<file path="src/rtl/radar_timing_pkg.sv">
// Shared state type, default timing (100 MHz clock, 10 us LFM pulse) and width helper
// for the radar pulse/CPI timing controller.
package radar_timing_pkg;

  typedef enum logic [1:0] {
    IDLE = 2'd0,
    RUN  = 2'd1,
    DONE = 2'd2
  } state_e;

  localparam int unsigned DEF_PRF_N      = 10;
  localparam int unsigned DEF_PRI_CYCLES = 2000;
  localparam int unsigned DEF_TX_CYCLES  = 1000;
  localparam int unsigned DEF_RX_START   = 1000;
  localparam int unsigned DEF_RX_LEN     = 900;

  // Index width that stays at least one bit wide when only a single value exists.
  function automatic int unsigned idx_width(input int unsigned n);
    return (n > 1) ? $clog2(n) : 1;
  endfunction

endpackage

</file>
<file path="src/rtl/pri_counter.sv">
// Wrapping modulo-PRI_CYCLES counter with wrap strobe and synchronous clear.
// nxt_o presents the value the counter takes on the coming edge.
module pri_counter
  import radar_timing_pkg::*;
#(
  parameter int unsigned PRI_CYCLES = DEF_PRI_CYCLES,
  parameter int unsigned CW         = idx_width(PRI_CYCLES)
) (
  input  logic          clk,
  input  logic          rst,
  input  logic          clr_i,
  input  logic          en_i,
  output logic [CW-1:0] nxt_o,
  output logic          wrap_o
);

  localparam logic [CW-1:0] LAST = CW'(PRI_CYCLES - 1);

  logic [CW-1:0] cnt_q, cnt_d;

  always_comb begin
    wrap_o = en_i && (cnt_q == LAST);
    cnt_d  = cnt_q;
    if (clr_i || wrap_o) begin
      cnt_d = '0;
    end else if (en_i) begin
      cnt_d = cnt_q + 1'b1;
    end
  end

  always_ff @(posedge clk or posedge rst) begin
    if (rst) begin
      cnt_q <= '0;
    end else begin
      cnt_q <= cnt_d;
    end
  end

  assign nxt_o = cnt_d;

endmodule

</file>
<file path="src/rtl/radar_timing_ctrl.sv">
// Pulse/CPI timing controller: sequences PRF_N PRIs with tx enable, rx gate and framing flags.
// Define RADAR_TIMING_CONT_EN for continuous back-to-back CPIs until stop.
module radar_timing_ctrl
  import radar_timing_pkg::*;
#(
  parameter int unsigned PRF_N      = DEF_PRF_N,
  parameter int unsigned PRI_CYCLES = DEF_PRI_CYCLES,
  parameter int unsigned TX_CYCLES  = DEF_TX_CYCLES,
  parameter int unsigned RX_START   = DEF_RX_START,
  parameter int unsigned RX_LEN     = DEF_RX_LEN
) (
  input  logic                           clk,
  input  logic                           rst,
  input  logic                           start,
  input  logic                           stop,
  output logic                           busy,
  output logic                           tx_en,
  output logic                           rx_gate,
  output logic                           rx_first,
  output logic                           rx_last,
  output logic [idx_width(PRF_N)-1:0]    pulse_idx,
  output logic                           cpi_start,
  output logic                           cpi_done,
  output logic                           aborted
);

  localparam int unsigned PW = idx_width(PRF_N);
  localparam int unsigned CW = idx_width(PRI_CYCLES);
  localparam logic [PW-1:0] LAST_PULSE = PW'(PRF_N - 1);

  if (PRF_N < 1) begin : g_chk_prf
    $error("radar_timing_ctrl: PRF_N must be at least 1");
  end
  if (RX_LEN < 1) begin : g_chk_rxlen
    $error("radar_timing_ctrl: RX_LEN must be at least 1");
  end
  if (RX_START < TX_CYCLES) begin : g_chk_rxstart
    $error("radar_timing_ctrl: RX_START must not precede the end of the tx window");
  end
  if (RX_START + RX_LEN > PRI_CYCLES) begin : g_chk_rxend
    $error("radar_timing_ctrl: rx window must fit inside the PRI");
  end

  state_e        state_q, state_d;
  logic [PW-1:0] pulse_q, pulse_d;
  logic          stop_q, stop_d;
  logic          abort_q, abort_d;
  logic          cpi_start_d;
  logic [CW-1:0] cnt_nxt;
  logic          wrap;
  logic [31:0]   cnt_ext;
  logic          run_d;

  logic busy_q, tx_en_q, rx_gate_q, rx_first_q, rx_last_q;
  logic cpi_start_q, cpi_done_q, aborted_q;

  // Counter is held at zero outside RUN so every PRI starts from offset 0.
  pri_counter #(
    .PRI_CYCLES(PRI_CYCLES),
    .CW        (CW)
  ) u_pri_counter (
    .clk   (clk),
    .rst   (rst),
    .clr_i (state_q != RUN),
    .en_i  (state_q == RUN),
    .nxt_o (cnt_nxt),
    .wrap_o(wrap)
  );

  always_comb begin
    state_d     = state_q;
    pulse_d     = pulse_q;
    stop_d      = stop_q;
    abort_d     = abort_q;
    cpi_start_d = 1'b0;
    unique case (state_q)
      IDLE: begin
        if (start) begin
          state_d     = RUN;
          pulse_d     = '0;
          stop_d      = 1'b0;
          abort_d     = 1'b0;
          cpi_start_d = 1'b1;
        end
      end
      RUN: begin
        stop_d = stop_q || stop;
        // A pending stop (including one arriving on the wrap cycle) beats normal completion.
        if (wrap) begin
          if (stop_q || stop) begin
            state_d = DONE;
            abort_d = 1'b1;
            stop_d  = 1'b0;
            pulse_d = '0;
          end else if (pulse_q == LAST_PULSE) begin
            state_d = DONE;
            abort_d = 1'b0;
            pulse_d = '0;
          end else begin
            pulse_d = pulse_q + 1'b1;
          end
        end
      end
      DONE: begin
        state_d = IDLE;
        stop_d  = 1'b0;
`ifdef RADAR_TIMING_CONT_EN
        if (!abort_q) begin
          state_d     = RUN;
          pulse_d     = '0;
          cpi_start_d = 1'b1;
        end
`endif
      end
      default: begin
        state_d = IDLE;
      end
    endcase
  end

  assign run_d   = (state_d == RUN);
  assign cnt_ext = 32'(cnt_nxt);

  always_ff @(posedge clk or posedge rst) begin
    if (rst) begin
      state_q     <= IDLE;
      pulse_q     <= '0;
      stop_q      <= 1'b0;
      abort_q     <= 1'b0;
      busy_q      <= 1'b0;
      tx_en_q     <= 1'b0;
      rx_gate_q   <= 1'b0;
      rx_first_q  <= 1'b0;
      rx_last_q   <= 1'b0;
      cpi_start_q <= 1'b0;
      cpi_done_q  <= 1'b0;
      aborted_q   <= 1'b0;
    end else begin
      state_q     <= state_d;
      pulse_q     <= pulse_d;
      stop_q      <= stop_d;
      abort_q     <= abort_d;
      busy_q      <= (state_d != IDLE);
      tx_en_q     <= run_d && (cnt_ext < TX_CYCLES);
      rx_gate_q   <= run_d && (cnt_ext >= RX_START) && (cnt_ext < RX_START + RX_LEN);
      rx_first_q  <= run_d && (cnt_ext == RX_START);
      rx_last_q   <= run_d && (cnt_ext == RX_START + RX_LEN - 1);
      cpi_start_q <= cpi_start_d;
      cpi_done_q  <= (state_d == DONE) && !abort_d;
      aborted_q   <= (state_d == DONE) && abort_d;
    end
  end

  assign busy      = busy_q;
  assign tx_en     = tx_en_q;
  assign rx_gate   = rx_gate_q;
  assign rx_first  = rx_first_q;
  assign rx_last   = rx_last_q;
  assign pulse_idx = pulse_q;
  assign cpi_start = cpi_start_q;
  assign cpi_done  = cpi_done_q;
  assign aborted   = aborted_q;

endmodule

</file>
<file path="config.mk">
export PLATFORM = sky130hd
export DESIGN_NAME = radar_timing_ctrl
export DESIGN_NICKNAME = d
export VERILOG_FILES = /design/src/rtl/radar_timing_pkg.sv /design/src/rtl/pri_counter.sv /design/src/rtl/radar_timing_ctrl.sv
export SDC_FILE = /design/constraint.sdc
export NUM_CORES = 1
export LEC_CHECK = 0
export BUFFER_PORTS_ARGS = -buffer_cell sky130_fd_sc_hd__buf_2
export CAP_MARGIN = 15
export CORE_UTILIZATION = 45
export DETAILED_ROUTE_END_ITERATION = 16
export GPL_TIMING_DRIVEN = 0
export PLACE_DENSITY_LB_ADDON = 0.1
export SETUP_SLACK_MARGIN = 0.05
export SLEW_MARGIN = 15
export SYNTH_ARGS = -nofsm -noshare
export SYNTH_HDL_FRONTEND = slang
export SYNTH_SLANG_ARGS = --single-unit
</file>
<file path="constraint.sdc">
create_clock -name clk -period 1.74 [get_ports clk]
set_input_delay 0.522 -clock clk [delete_from_list [all_inputs] [get_ports clk]]
set_output_delay 0.522 -clock clk [all_outputs]
set_load 0.05 [all_outputs]
</file>
==> results summary <==
The number of buffers on the longest clock path is 2. Global routing used 20.7% of the available tracks. The critical path in this run is classified as register to register. The cell count of the worst reg-to-reg path is 8. The reported leakage power came out at 0.873 nW. The largest fanout on the critical path came out at 3. The via count of the first global-routing pass is 1178. The total core area came out at 0.00305 mm². The total cell area at the placement stage came out at 0.00160 mm². The run finished, with violations left. The die width is 58.7 µm.

The clock sink total came out at 27. Across all setup checks in the final design, the least slack found is -0.141 ns. The clock period minus final worst setup slack is 1.88 ns. Dividing total power by cell area gives a power density of 1040 mW/mm². The sequential element share of the synthesized area is 46.7%. The final reports fail on setup timing. Setup repair after global routing could not meet its margin everywhere.

The switching power came out at 0.756 mW. The final-layout setup total negative slack is -0.554 ns. The total via count after detailed routing is 1234.

TritonCTS built the clock tree. The cts-stage hold buffer count is 0. The first global-routing pass estimated 5.48 mm of wire.

The residual overflow from global routing is 0. The number of filler instances in the final layout is 290. The post-synthesis share of cell area spent on and, or, nand and nor gates came out at 28.5%. The floorplan has 20 rows. The number of instances in the synthesized netlist came out at 152. The total number of nets in the final design is 196.

The data arrival time of the worst path is 2.14 ns. Port buffering added 15 buffers. A synthesized cell averages 9.52 µm². Setup violations remaining at the end of the flow were counted as 7. The worst-case IR drop observed on VDD is 472 µV. The worst setup path is captured at a register. The starting utilization of the core area is 47.4%. The number of unique standard cell types used by synthesis is 41. Static timing analysis puts the maximum clock frequency at 532 MHz.

The proportion of synthesized area in mux cells came out at 0.778%. In this run the number of H-tree levels came out at 1. The final routed wire length divided by cell count is 13.9 µm.

The number of hold-slack violations in the final timing report is 0. Combinational logic is responsible for 47.3% of the overall power. The number of DRC violations after detailed routing is 0.

The length of the first detailed-routing pass in iterations is 4. The total clock buffers created by CTS is 3. For this run, the leading register cell type out of synthesis is sky130_fd_sc_hd__dfrtp_1. 0 antenna diodes ended up in the layout.

Measured against its own limit, the worst slew margin works out to 33.9%. In the layout the commonest cells are sky130_fd_sc_hd__dfrtp_1 (23), sky130_fd_sc_hd__nor2_1 (19), sky130_fd_sc_hd__buf_4 (18). The overall power of the completed layout came out at 2.02 mW.

Net switching is 37.4% of the power. The number of top-level design ports is 16. Leaving out fill and tap cells, the most frequent cell in the layout is sky130_fd_sc_hd__dfrtp_1. The max-cap check violation count came out at 0. In this run the worst hold path is classified as primary input to asynchronous set/reset pin. The clock transition time at the flip-flop clock pins of the worst setup and hold paths is 0.15 ns. The maximum number of pins on one net before global-route repair is 28. The final standard cell utilization of the core is 63.6%. The die footprint is 0.00345 mm². The number of flip-flops and latches in the synthesized netlist is 27. Sequential cells burn 39.7% of the power. The sort of element at the start of the critical path is a register. The vertical die dimension came out at 58.7 µm. The initial antenna violation count came out at 0.

The final critical-path share of the clock period is 108%. The weighted congestion at the end of routability-driven global placement came out at 0.789. The clock group share of total power came out at 13.0%. The flop-to-flop setup slack is -0.14 ns. The dominant combinational cell family by area after synthesis is simple AND/OR/NAND/NOR gates. The synthesized netlist devotes 13.0% of its cell area to compound gates. The adder-cell share of the synthesized area came out at 2.59%. The synthesis-to-finish area growth is 34.1%. The cell internal power dissipation came out at 1.27 mW. Data on the critical path is required at its endpoint by 2.00 ns.

The post-route cell area came out at 0.00194 mm². The number of synthesized flops with an enable pin is 0. The post-synthesis instance area is 0.00145 mm².

The synthesis warning total is 0. The beginning of the worst register-to-register path is u_pri_counter.cnt_q[1]. The total nets after synthesis is 159.

The smallest hold slack came out at 0.410 ns. After the first detailed-routing iteration, the DRC count stood at 45. The worst register-to-register path ends at rx_last.

Summed over all nets, the half-perimeter wirelength after detailed placement is 2.13 mm. For this block, the routed nets add up to 3.22 mm of wire. The slew at the pin closest to its max-slew limit came out at 0.991 ns.

The master cell of the clock root buffer is sky130_fd_sc_hd__clkbuf_4. The post-synthesis async set-or-reset flop share came out at 100%. The remaining antenna violation count after routing is 0. The final count of pins violating max slew came out at 0. The latest clock arrival within the worst-skew pair came out at 0.31 ns. Cells with a size suffix above 1 make up 42.0% of the layout. The clock tree skew after final layout is 0.00757 ns. Of the total synthesized cell area, the portion taken by XOR and XNOR cells is 4.84%. The via count normalized by instance count is 5.32.
## worst max-delay path, stage by stage, from the launching register on
cell and delay [ns]:
sky130_fd_sc_hd__dfrtp_1 0.45, sky130_fd_sc_hd__buf_6 0.13, sky130_fd_sc_hd__buf_6 0.08, sky130_fd_sc_hd__and4b_1 0.22, sky130_fd_sc_hd__nand4_1 0.16, sky130_fd_sc_hd__xnor2_2 0.22
sky130_fd_sc_hd__nand3_2 0.14, sky130_fd_sc_hd__nor3_2 0.21, sky130_fd_sc_hd__and4_1 0.21
## registers in the layout, indices dropped and copies added (netlist names)
| register | count |
|---|---|
| stop_q | 1 |
| tx_en | 1 |
| state_q | 2 |
| rx_gate | 1 |
| busy | 1 |
| rx_last | 1 |
| pulse_idx | 4 |
| cpi_start | 1 |
| rx_first | 1 |
| cpi_done | 1 |
| aborted | 1 |
| abort_q | 1 |
| u_pri_counter.cnt_q | 11 |
## synth_stat cells (all sizes together), types with 4 or more instances
library cell	count	area (µm²)
dfrtp	27	676
and2	4	25.0
xnor2	4	35.0
buf	7	41.3
nor2	21	78.8
a21oi	4	20.0
nor3	5	35.0
nand4	4	25.0
xor2	4	35.0
and3	4	25.0
nand3	8	40.0
o21ai	7	35.0
nand2	12	45.0
## per-layer routing
metal  GRT usage (%)  up-vias  share of wire (%)
met5               0        -                  0
met4            5.78        0               0.56
met3            1.98        2                1.3
met2            35.9        7                 53
met1            27.6      611                 46
li1                -      614                  -
## worst max-delay path by stage
stage / endpoint / start / cells after the start / slack (ns)
after floorplan: pulse_idx[2] / pulse_idx[1] / 8 / 0.06
after global placement: rx_gate / u_pri_counter.cnt_q[0] / 7 / -0.23
after detailed placement: rx_gate / u_pri_counter.cnt_q[0] / 7 / -0.28
after CTS: rx_last / u_pri_counter.cnt_q[1] / 7 / -0.11
after global routing: rx_gate / u_pri_counter.cnt_q[1] / 9 / -0.22
final: rx_last / u_pri_counter.cnt_q[1] / 8 / -0.14
## logic make-up (layout without fill, tap and decap cells)
family / Yosys count / count (layout)
AND/OR/NAND/NOR: 76 / 76
AO/OA/AOI/OAI: 27 / 27
flip-flops: 27 / 27
buffers and inverters: 10 / 46
XOR/XNOR: 8 / 8
adder cells (fa/ha/maj): 3 / 3
multiplexers: 1 / 1
## layout make-up
| type | count | area, µm² | area share, % |
|---|---|---|---|
| well taps | 44 | 55.1 | 2.84 |
| inverters | 3 | 11.3 | 0.580 |
| multi-input cells | 115 | 893 | 46.0 |
| flip-flops and latches | 27 | 681 | 35.1 |
| clock inverters | 1 | 5.00 | 0.258 |
| repair buffers | 33 | 230 | 11.9 |
| plain buffers | 6 | 42.5 | 2.19 |
| clock buffers | 3 | 22.5 | 1.16 |
## metrics by stage
step                      worst slack [ns]  std cells
after floorplan                     0.0598        152
after global placement              -0.225        211
after detailed placement            -0.277        211
after CTS                           -0.109        226
after global routing                -0.220        232
final                               -0.141        232
## power by group through the flow
stage                     Combinational, mW  Sequential (mW)  Clock [mW]
after floorplan                       0.524            0.817           0
after global placement                0.667            0.806           0
after detailed placement              0.672            0.812           0
after CTS                             0.874            0.798       0.275
after global routing                   1.06            0.814       0.298
final                                 0.958            0.802       0.263
## what timing repair did
item	4_1_cts	5_1_grt
pin swaps	10	12
setup buffers	11	7
resized for setup	23	20
setup endpoints to repair	19	18
gates cloned	0	0
Power figures use the tool's default switching activity.
